`src/rtl/pic_ack_eoi_controller.sv`:
```
// rtl/pic_ack_eoi_controller.sv - 8259A (8086 mode) INTA sequencer and OCW2 EOI/rotate decoder
// Optional automatic EOI on the second INTA rise is built when PIC_AUTO_EOI_EN is defined.
module pic_ack_eoi_controller #(
    parameter int INTA_SYNC_STAGES   = 2,
    parameter int ACK_TIMEOUT_CYCLES = 255
) (
    input  logic       clock,
    input  logic       reset,
    input  logic       interrupt_acknowledge_n,
    input  logic [7:0] interrupt,
    input  logic [7:0] highest_level_in_service,
    input  logic [4:0] interrupt_vector_base,
    input  logic       auto_eoi_config,
    input  logic       ocw2_write,
    input  logic [7:0] ocw2_data,
    output logic       latch_in_service,
    output logic [7:0] end_of_interrupt,
    output logic [2:0] priority_rotate,
    output logic [7:0] data_out,
    output logic       data_out_enable,
    output logic       ack_in_progress
);

    typedef enum logic [1:0] {
        IDLE      = 2'd0,
        ACK1      = 2'd1,
        ACK1_WAIT = 2'd2,
        ACK2      = 2'd3
    } state_t;

    localparam logic [7:0] TIMEOUT_LIMIT = 8'(ACK_TIMEOUT_CYCLES);

    function automatic logic [2:0] encode8(input logic [7:0] v);
        logic [2:0] idx;
        idx = 3'd0;
        for (int i = 0; i < 8; i++) begin
            if (v[i]) idx = 3'(i);
        end
        return idx;
    endfunction

    // INTA synchronizer; idle-high so reset never fabricates a falling edge
    logic [INTA_SYNC_STAGES-1:0] inta_sync;
    logic                        inta_sync_d;
    logic                        inta_fall;
    logic                        inta_rise;

    always_ff @(posedge clock) begin
        if (reset) begin
            inta_sync   <= '1;
            inta_sync_d <= 1'b1;
        end else begin
            inta_sync   <= {inta_sync[INTA_SYNC_STAGES-2:0], interrupt_acknowledge_n};
            inta_sync_d <= inta_sync[INTA_SYNC_STAGES-1];
        end
    end

    assign inta_fall = inta_sync_d & ~inta_sync[INTA_SYNC_STAGES-1];
    assign inta_rise = ~inta_sync_d & inta_sync[INTA_SYNC_STAGES-1];

    state_t     state;
    state_t     state_next;
    logic [7:0] timeout_count;
    logic [7:0] count_next;
    logic [2:0] level;
    logic [2:0] level_next;
    logic       spurious;
    logic       spurious_next;
    logic       latch_next;
    logic       auto_eoi_fire;

    always_ff @(posedge clock) begin
        if (reset) begin
            state         <= IDLE;
            timeout_count <= 8'd0;
            level         <= 3'd0;
            spurious      <= 1'b0;
        end else begin
            state         <= state_next;
            timeout_count <= count_next;
            level         <= level_next;
            spurious      <= spurious_next;
        end
    end

    always_comb begin
        state_next    = state;
        count_next    = timeout_count;
        level_next    = level;
        spurious_next = spurious;
        latch_next    = 1'b0;
        auto_eoi_fire = 1'b0;
        case (state)
            IDLE: begin
                if (inta_fall) begin
                    state_next = ACK1;
                    if (interrupt == 8'd0) begin
                        level_next    = 3'd7;
                        spurious_next = 1'b1;
                    end else begin
                        level_next    = encode8(interrupt);
                        spurious_next = 1'b0;
                        latch_next    = 1'b1;
                    end
                end
            end
            ACK1: begin
                if (inta_rise) begin
                    state_next = ACK1_WAIT;
                    count_next = 8'd0;
                end
            end
            ACK1_WAIT: begin
                if (inta_fall) begin
                    state_next = ACK2;
                end else if (timeout_count == TIMEOUT_LIMIT) begin
                    state_next = IDLE;
                end else begin
                    count_next = timeout_count + 8'd1;
                end
            end
            ACK2: begin
                if (inta_rise) begin
                    state_next    = IDLE;
                    auto_eoi_fire = ~spurious;
                end
            end
            default: state_next = IDLE;
        endcase
    end

    // OCW2 decode; results land in the output registers on the write edge
    logic [7:0] ocw_eoi;
    logic       ocw_rot_valid;
    logic [2:0] ocw_rot;
    logic       ocw_aeoi_set;
    logic       ocw_aeoi_clr;
    logic [7:0] specific_mask;

    assign specific_mask = 8'd1 << ocw2_data[2:0];

    always_comb begin
        ocw_eoi       = 8'd0;
        ocw_rot_valid = 1'b0;
        ocw_rot       = 3'd0;
        ocw_aeoi_set  = 1'b0;
        ocw_aeoi_clr  = 1'b0;
        if (ocw2_write) begin
            case (ocw2_data[7:5])
                3'b001: ocw_eoi = highest_level_in_service;
                3'b011: ocw_eoi = specific_mask;
                3'b101: begin
                    if (highest_level_in_service != 8'd0) begin
                        ocw_eoi       = highest_level_in_service;
                        ocw_rot_valid = 1'b1;
                        ocw_rot       = encode8(highest_level_in_service);
                    end
                end
                3'b111: begin
                    ocw_eoi       = specific_mask;
                    ocw_rot_valid = 1'b1;
                    ocw_rot       = ocw2_data[2:0];
                end
                3'b110: begin
                    ocw_rot_valid = 1'b1;
                    ocw_rot       = ocw2_data[2:0];
                end
                3'b100:  ocw_aeoi_set = 1'b1;
                3'b000:  ocw_aeoi_clr = 1'b1;
                default: ;
            endcase
        end
    end

    logic       rotate_in_aeoi;
    logic [7:0] aeoi_eoi;
    logic       aeoi_rot_valid;

`ifdef PIC_AUTO_EOI_EN
    logic aeoi_active;
    assign aeoi_active    = auto_eoi_fire & auto_eoi_config;
    assign aeoi_eoi       = aeoi_active ? (8'd1 << level) : 8'd0;
    assign aeoi_rot_valid = aeoi_active & rotate_in_aeoi;

    always_ff @(posedge clock) begin
        if (reset) begin
            rotate_in_aeoi <= 1'b0;
        end else if (ocw_aeoi_set) begin
            rotate_in_aeoi <= 1'b1;
        end else if (ocw_aeoi_clr) begin
            rotate_in_aeoi <= 1'b0;
        end
    end
`else
    logic unused_aeoi;
    assign rotate_in_aeoi = 1'b0;
    assign aeoi_eoi       = 8'd0;
    assign aeoi_rot_valid = 1'b0;
    assign unused_aeoi    = auto_eoi_config ^ auto_eoi_fire ^ ocw_aeoi_set ^ ocw_aeoi_clr
                            ^ rotate_in_aeoi;
`endif

    logic [1:0] unused_ocw2_bits;
    assign unused_ocw2_bits = ocw2_data[4:3];

    always_ff @(posedge clock) begin
        if (reset) begin
            latch_in_service <= 1'b0;
            end_of_interrupt <= 8'd0;
            priority_rotate  <= 3'd7;
            data_out         <= 8'd0;
            data_out_enable  <= 1'b0;
            ack_in_progress  <= 1'b0;
        end else begin
            latch_in_service <= latch_next;
            end_of_interrupt <= ocw_eoi | aeoi_eoi;
            data_out_enable  <= (state_next == ACK2);
            ack_in_progress  <= (state_next != IDLE);
            if (state_next == ACK2) begin
                data_out <= {interrupt_vector_base, level_next};
            end
            // OCW2 rotation overrides the automatic one when both land together
            if (ocw_rot_valid) begin
                priority_rotate <= ocw_rot;
            end else if (aeoi_rot_valid) begin
                priority_rotate <= level;
            end
        end
    end

endmodule

```
`config.mk`:
```
export PLATFORM = sky130hd
export DESIGN_NAME = pic_ack_eoi_controller
export DESIGN_NICKNAME = d
export VERILOG_FILES = /design/src/rtl/pic_ack_eoi_controller.sv
export SDC_FILE = /design/constraint.sdc
export NUM_CORES = 1
export LEC_CHECK = 0
export ABC_AREA = 1
export BUFFER_PORTS_ARGS = -buffer_cell sky130_fd_sc_hd__buf_2
export CORE_UTILIZATION = 30
export CTS_CLUSTER_DIAMETER = 80
export DETAILED_ROUTE_END_ITERATION = 6
export GPL_ROUTABILITY_DRIVEN = 1
export GPL_TIMING_DRIVEN = 0
export PLACE_DENSITY_LB_ADDON = 0.25
export SLEW_MARGIN = 20
export SYNTH_ARGS = -nofsm -noshare
export SYNTH_HDL_FRONTEND = slang
export SYNTH_SLANG_ARGS = --single-unit
```
`constraint.sdc`:
```
create_clock -name clock -period 1.22 [get_ports clock]
set_input_delay 0.122 -clock clock [delete_from_list [all_inputs] [get_ports clock]]
set_output_delay 0.122 -clock clock [all_outputs]
set_load 0.005 [all_outputs]
```
==> out/metrics.csv <==
metric;value;unit
CTS Buf Count;5;
Lkg Pwr;0.001321;µW
Worst Hold Class;in2reg;
CP arrival;1.49;ns
DP HPWL;3376;µm
initial drt markers;105;
status;finished, violations left;
final setup fails;9;
final antenna diode count;0;
Worst-path clk slew;0.07;ns
CP Max Fanout;7;
Worst Tran Pin Value;0.5114;ns
Final Cycle Share;103.7;%
asr flop ratio synth;0;%
Avg Vias per Cell;4.551;
GRT Max-Usage Layer;met2;
minimum clock period;1.265;ns
M2 GR Usage;26.05;%
Wirelength per Cell;10.80;µm
Syn Area/Cell;6.531;µm²
fmax;0.7902;GHz
layout cells sized above 1;37.60;%
I/O pin total;56;
post-place instance area;0.002251;mm²
CP bufs+invs;1;
slowest CP cell;dfxtp_4;
area grow syn2layout;41.59;%
sequential area share after synthesis;40.59;%
RSZ-0062 raised after global routing;yes;
Final Max Slew Viols;0;
post-synth net total;322;
reg-to-reg slack, setup;-0.05;ns
top-count cell post-synth;nand2_1;
vias in the first global route;1810;
WP data required;1.45;ns
Clock Latency Late Sink;0.29;ns
Crit path depth;10;
aggregate global-route resource usage;15.30;%
core box area;0.005991;mm²
Nets;393;
Setup crit start kind;flop;
Final GP Congestion;0.8224;
top_reg_cell synth;dfxtp_1;
Crit. End Element;flop;
CTS Sinks;38;
Post-synth EDFFs;0;
Syn Inst Count;287;
largest net degree at the start of global routing;12;
grt met1 use;18.47;%
CTS tree;done;
WHS Path Cells;2;
initial antenna violation count;0;
Commonest cells post-synth;77 x nand2_1, 54 x nor2_1, 40 x inv_1, 38 x dfxtp_1, 17 x a21oi_1;
worst-case reg-to-reg path depth;10;
Final Cell Area;0.002654;mm²
Final ANT Viol Nets;0;
crit-path cells;ha_4 -> nand2_4 -> nor2_4 -> nand2_2 -> nand2_4 -> nand2_4 -> nand2_8 -> inv_8 -> nand2_1 -> a21oi_1;
die area;0.006567;mm²
TNS Setup;-0.2510;ns
failing checks;negative setup slack;
CTS max path bufs;2;
worst slack at placement;-0.1234;ns
Crit path largest cell delay;0.36;ns
Crit path max-delay family;simple AND/OR/NAND/NOR gates;
final count of hold timing violations;0;
DR vias;1975;
met3 Usage GRT;3.371;%
TritonRoute pass-1 iters;4;
clk root buf;clkbuf_8;
Synth area leaders;dfxtp_1 41%, nand2_1 15%, nor2_1 11%;
die height;81.04;µm
kind of critical path;reg2reg;
area leader, netlist;dfxtp_1;
total power;2488;µW
synth warn;0;
H-tree lvl count;2;
Worst slew margin;65.90;%
Initial Util;31.29;%
Synth cell types;27;
Cell Area, Synth;0.001874;mm²
Max Cap Viol;0;
power per cell area;937.5;mW/mm²
grt total ovfl;0;
Synth Register Bits;38;
die width;81.04;µm
fill count;621;
post-synth top area share;40.59;%
routed wire length;4686;µm
IO Port Bufs;51;
setup slack after layout;-0.04546;ns
Worst VDD drop;0.5227;mV
Fin Clk Skew;0.003071;ns
most used cell, CP;nand2_4;
first-pass GRT wire length;7755;µm
drc violations;0;
row cnt;28;
-- per-stage QoR --
| step | utilization (%) | instances | hold WS, ns |
|---|---|---|---|
| after global placement | 37.57 | 413 | 0.3264 |
| after global routing | 44.30 | 434 | 0.02802 |
| after floorplan | - | 287 | 0.2251 |
| after CTS | 41.60 | 431 | 0.01895 |
| final | 44.30 | 434 | 0.02620 |
| after detailed placement | 37.57 | 413 | 0.3255 |
-- worst paths after layout --
kind                                 from                to
setup / recovery         timeout_count[0]  timeout_count[7]
hold / removal    interrupt_acknowledge_n      inta_sync[0]
setup reg to reg         timeout_count[0]  timeout_count[7]
hold reg to reg              inta_sync[0]      inta_sync[1]
-- routing by layer --
layer	vias up	wire [µm]
met4	0	82
li1	1028	-
met2	50	2361
met5	-	0
met1	888	2015
met3	9	228
-- power breakdown --
part | switching, µW | internal (µW) | total, µW
sequential | 16.2 | 1270 | 1280
clock | 445 | 456 | 901
combinational | 175 | 130 | 305
total | 637 | 1850 | 2490
-- timing repair --
action / in CTS / in global routing
buffers inserted: 10 / 2
pin swaps: 10 / 16
resized for setup: 22 / 46
hold buffers: 0 / 0
setup endpoints to repair: 19 / 22
gates cloned: 0 / 1
-- flip-flops by register name (all words and copies together) (netlist names) --
name	count
latch_in_service	1
ack_in_progress	1
timeout_count	8
data_out_enable	1
state	2
inta_sync	2
inta_sync_d	1
level	3
data_out	8
priority_rotate	3
end_of_interrupt	8
-- kinds of logic after synthesis --
group,synth area share (%)
fa+ha+maj,0.6675
compound gates,10.21
buf+inv,10.41
simple gates,38.12
flops,40.59
-- layout by cell type, fill, tap and decap left out, types with 2 or more instances in the layout --
master     n
a21oi_1   15
a21oi_2    2
buf_2     52
buf_4      9
buf_6      3
buf_8      2
clkbuf_1   2
clkbuf_8   6
dfxtp_1   28
dfxtp_2    7
dfxtp_4    3
inv_1     35
inv_2      5
nand2_1   71
nand2_2    6
nand2_4    7
nand3_1   11
nand3_2    3
nand4_1    2
nor2_1    48
nor2_2     4
nor2_4     6
o211ai_1   2
o21ai_0    4
o21ai_1    2
o21ai_2    8
or2_2      2
-- layout make-up --
| class | count | area (µm²) | share of cell area (%) |
|---|---|---|---|
| well taps | 75 | 93.84 | 3.536 |
| inverters | 42 | 167.7 | 6.318 |
| plain buffers | 4 | 38.79 | 1.462 |
| repair buffers | 64 | 381.6 | 14.38 |
| flip-flops and latches | 38 | 780.7 | 29.42 |
| clock inverters | 1 | 5.005 | 0.1886 |
| multi-input cells | 203 | 1100 | 41.44 |
| clock buffers | 7 | 86.33 | 3.253 |
(Power assumes the default switching activity.)
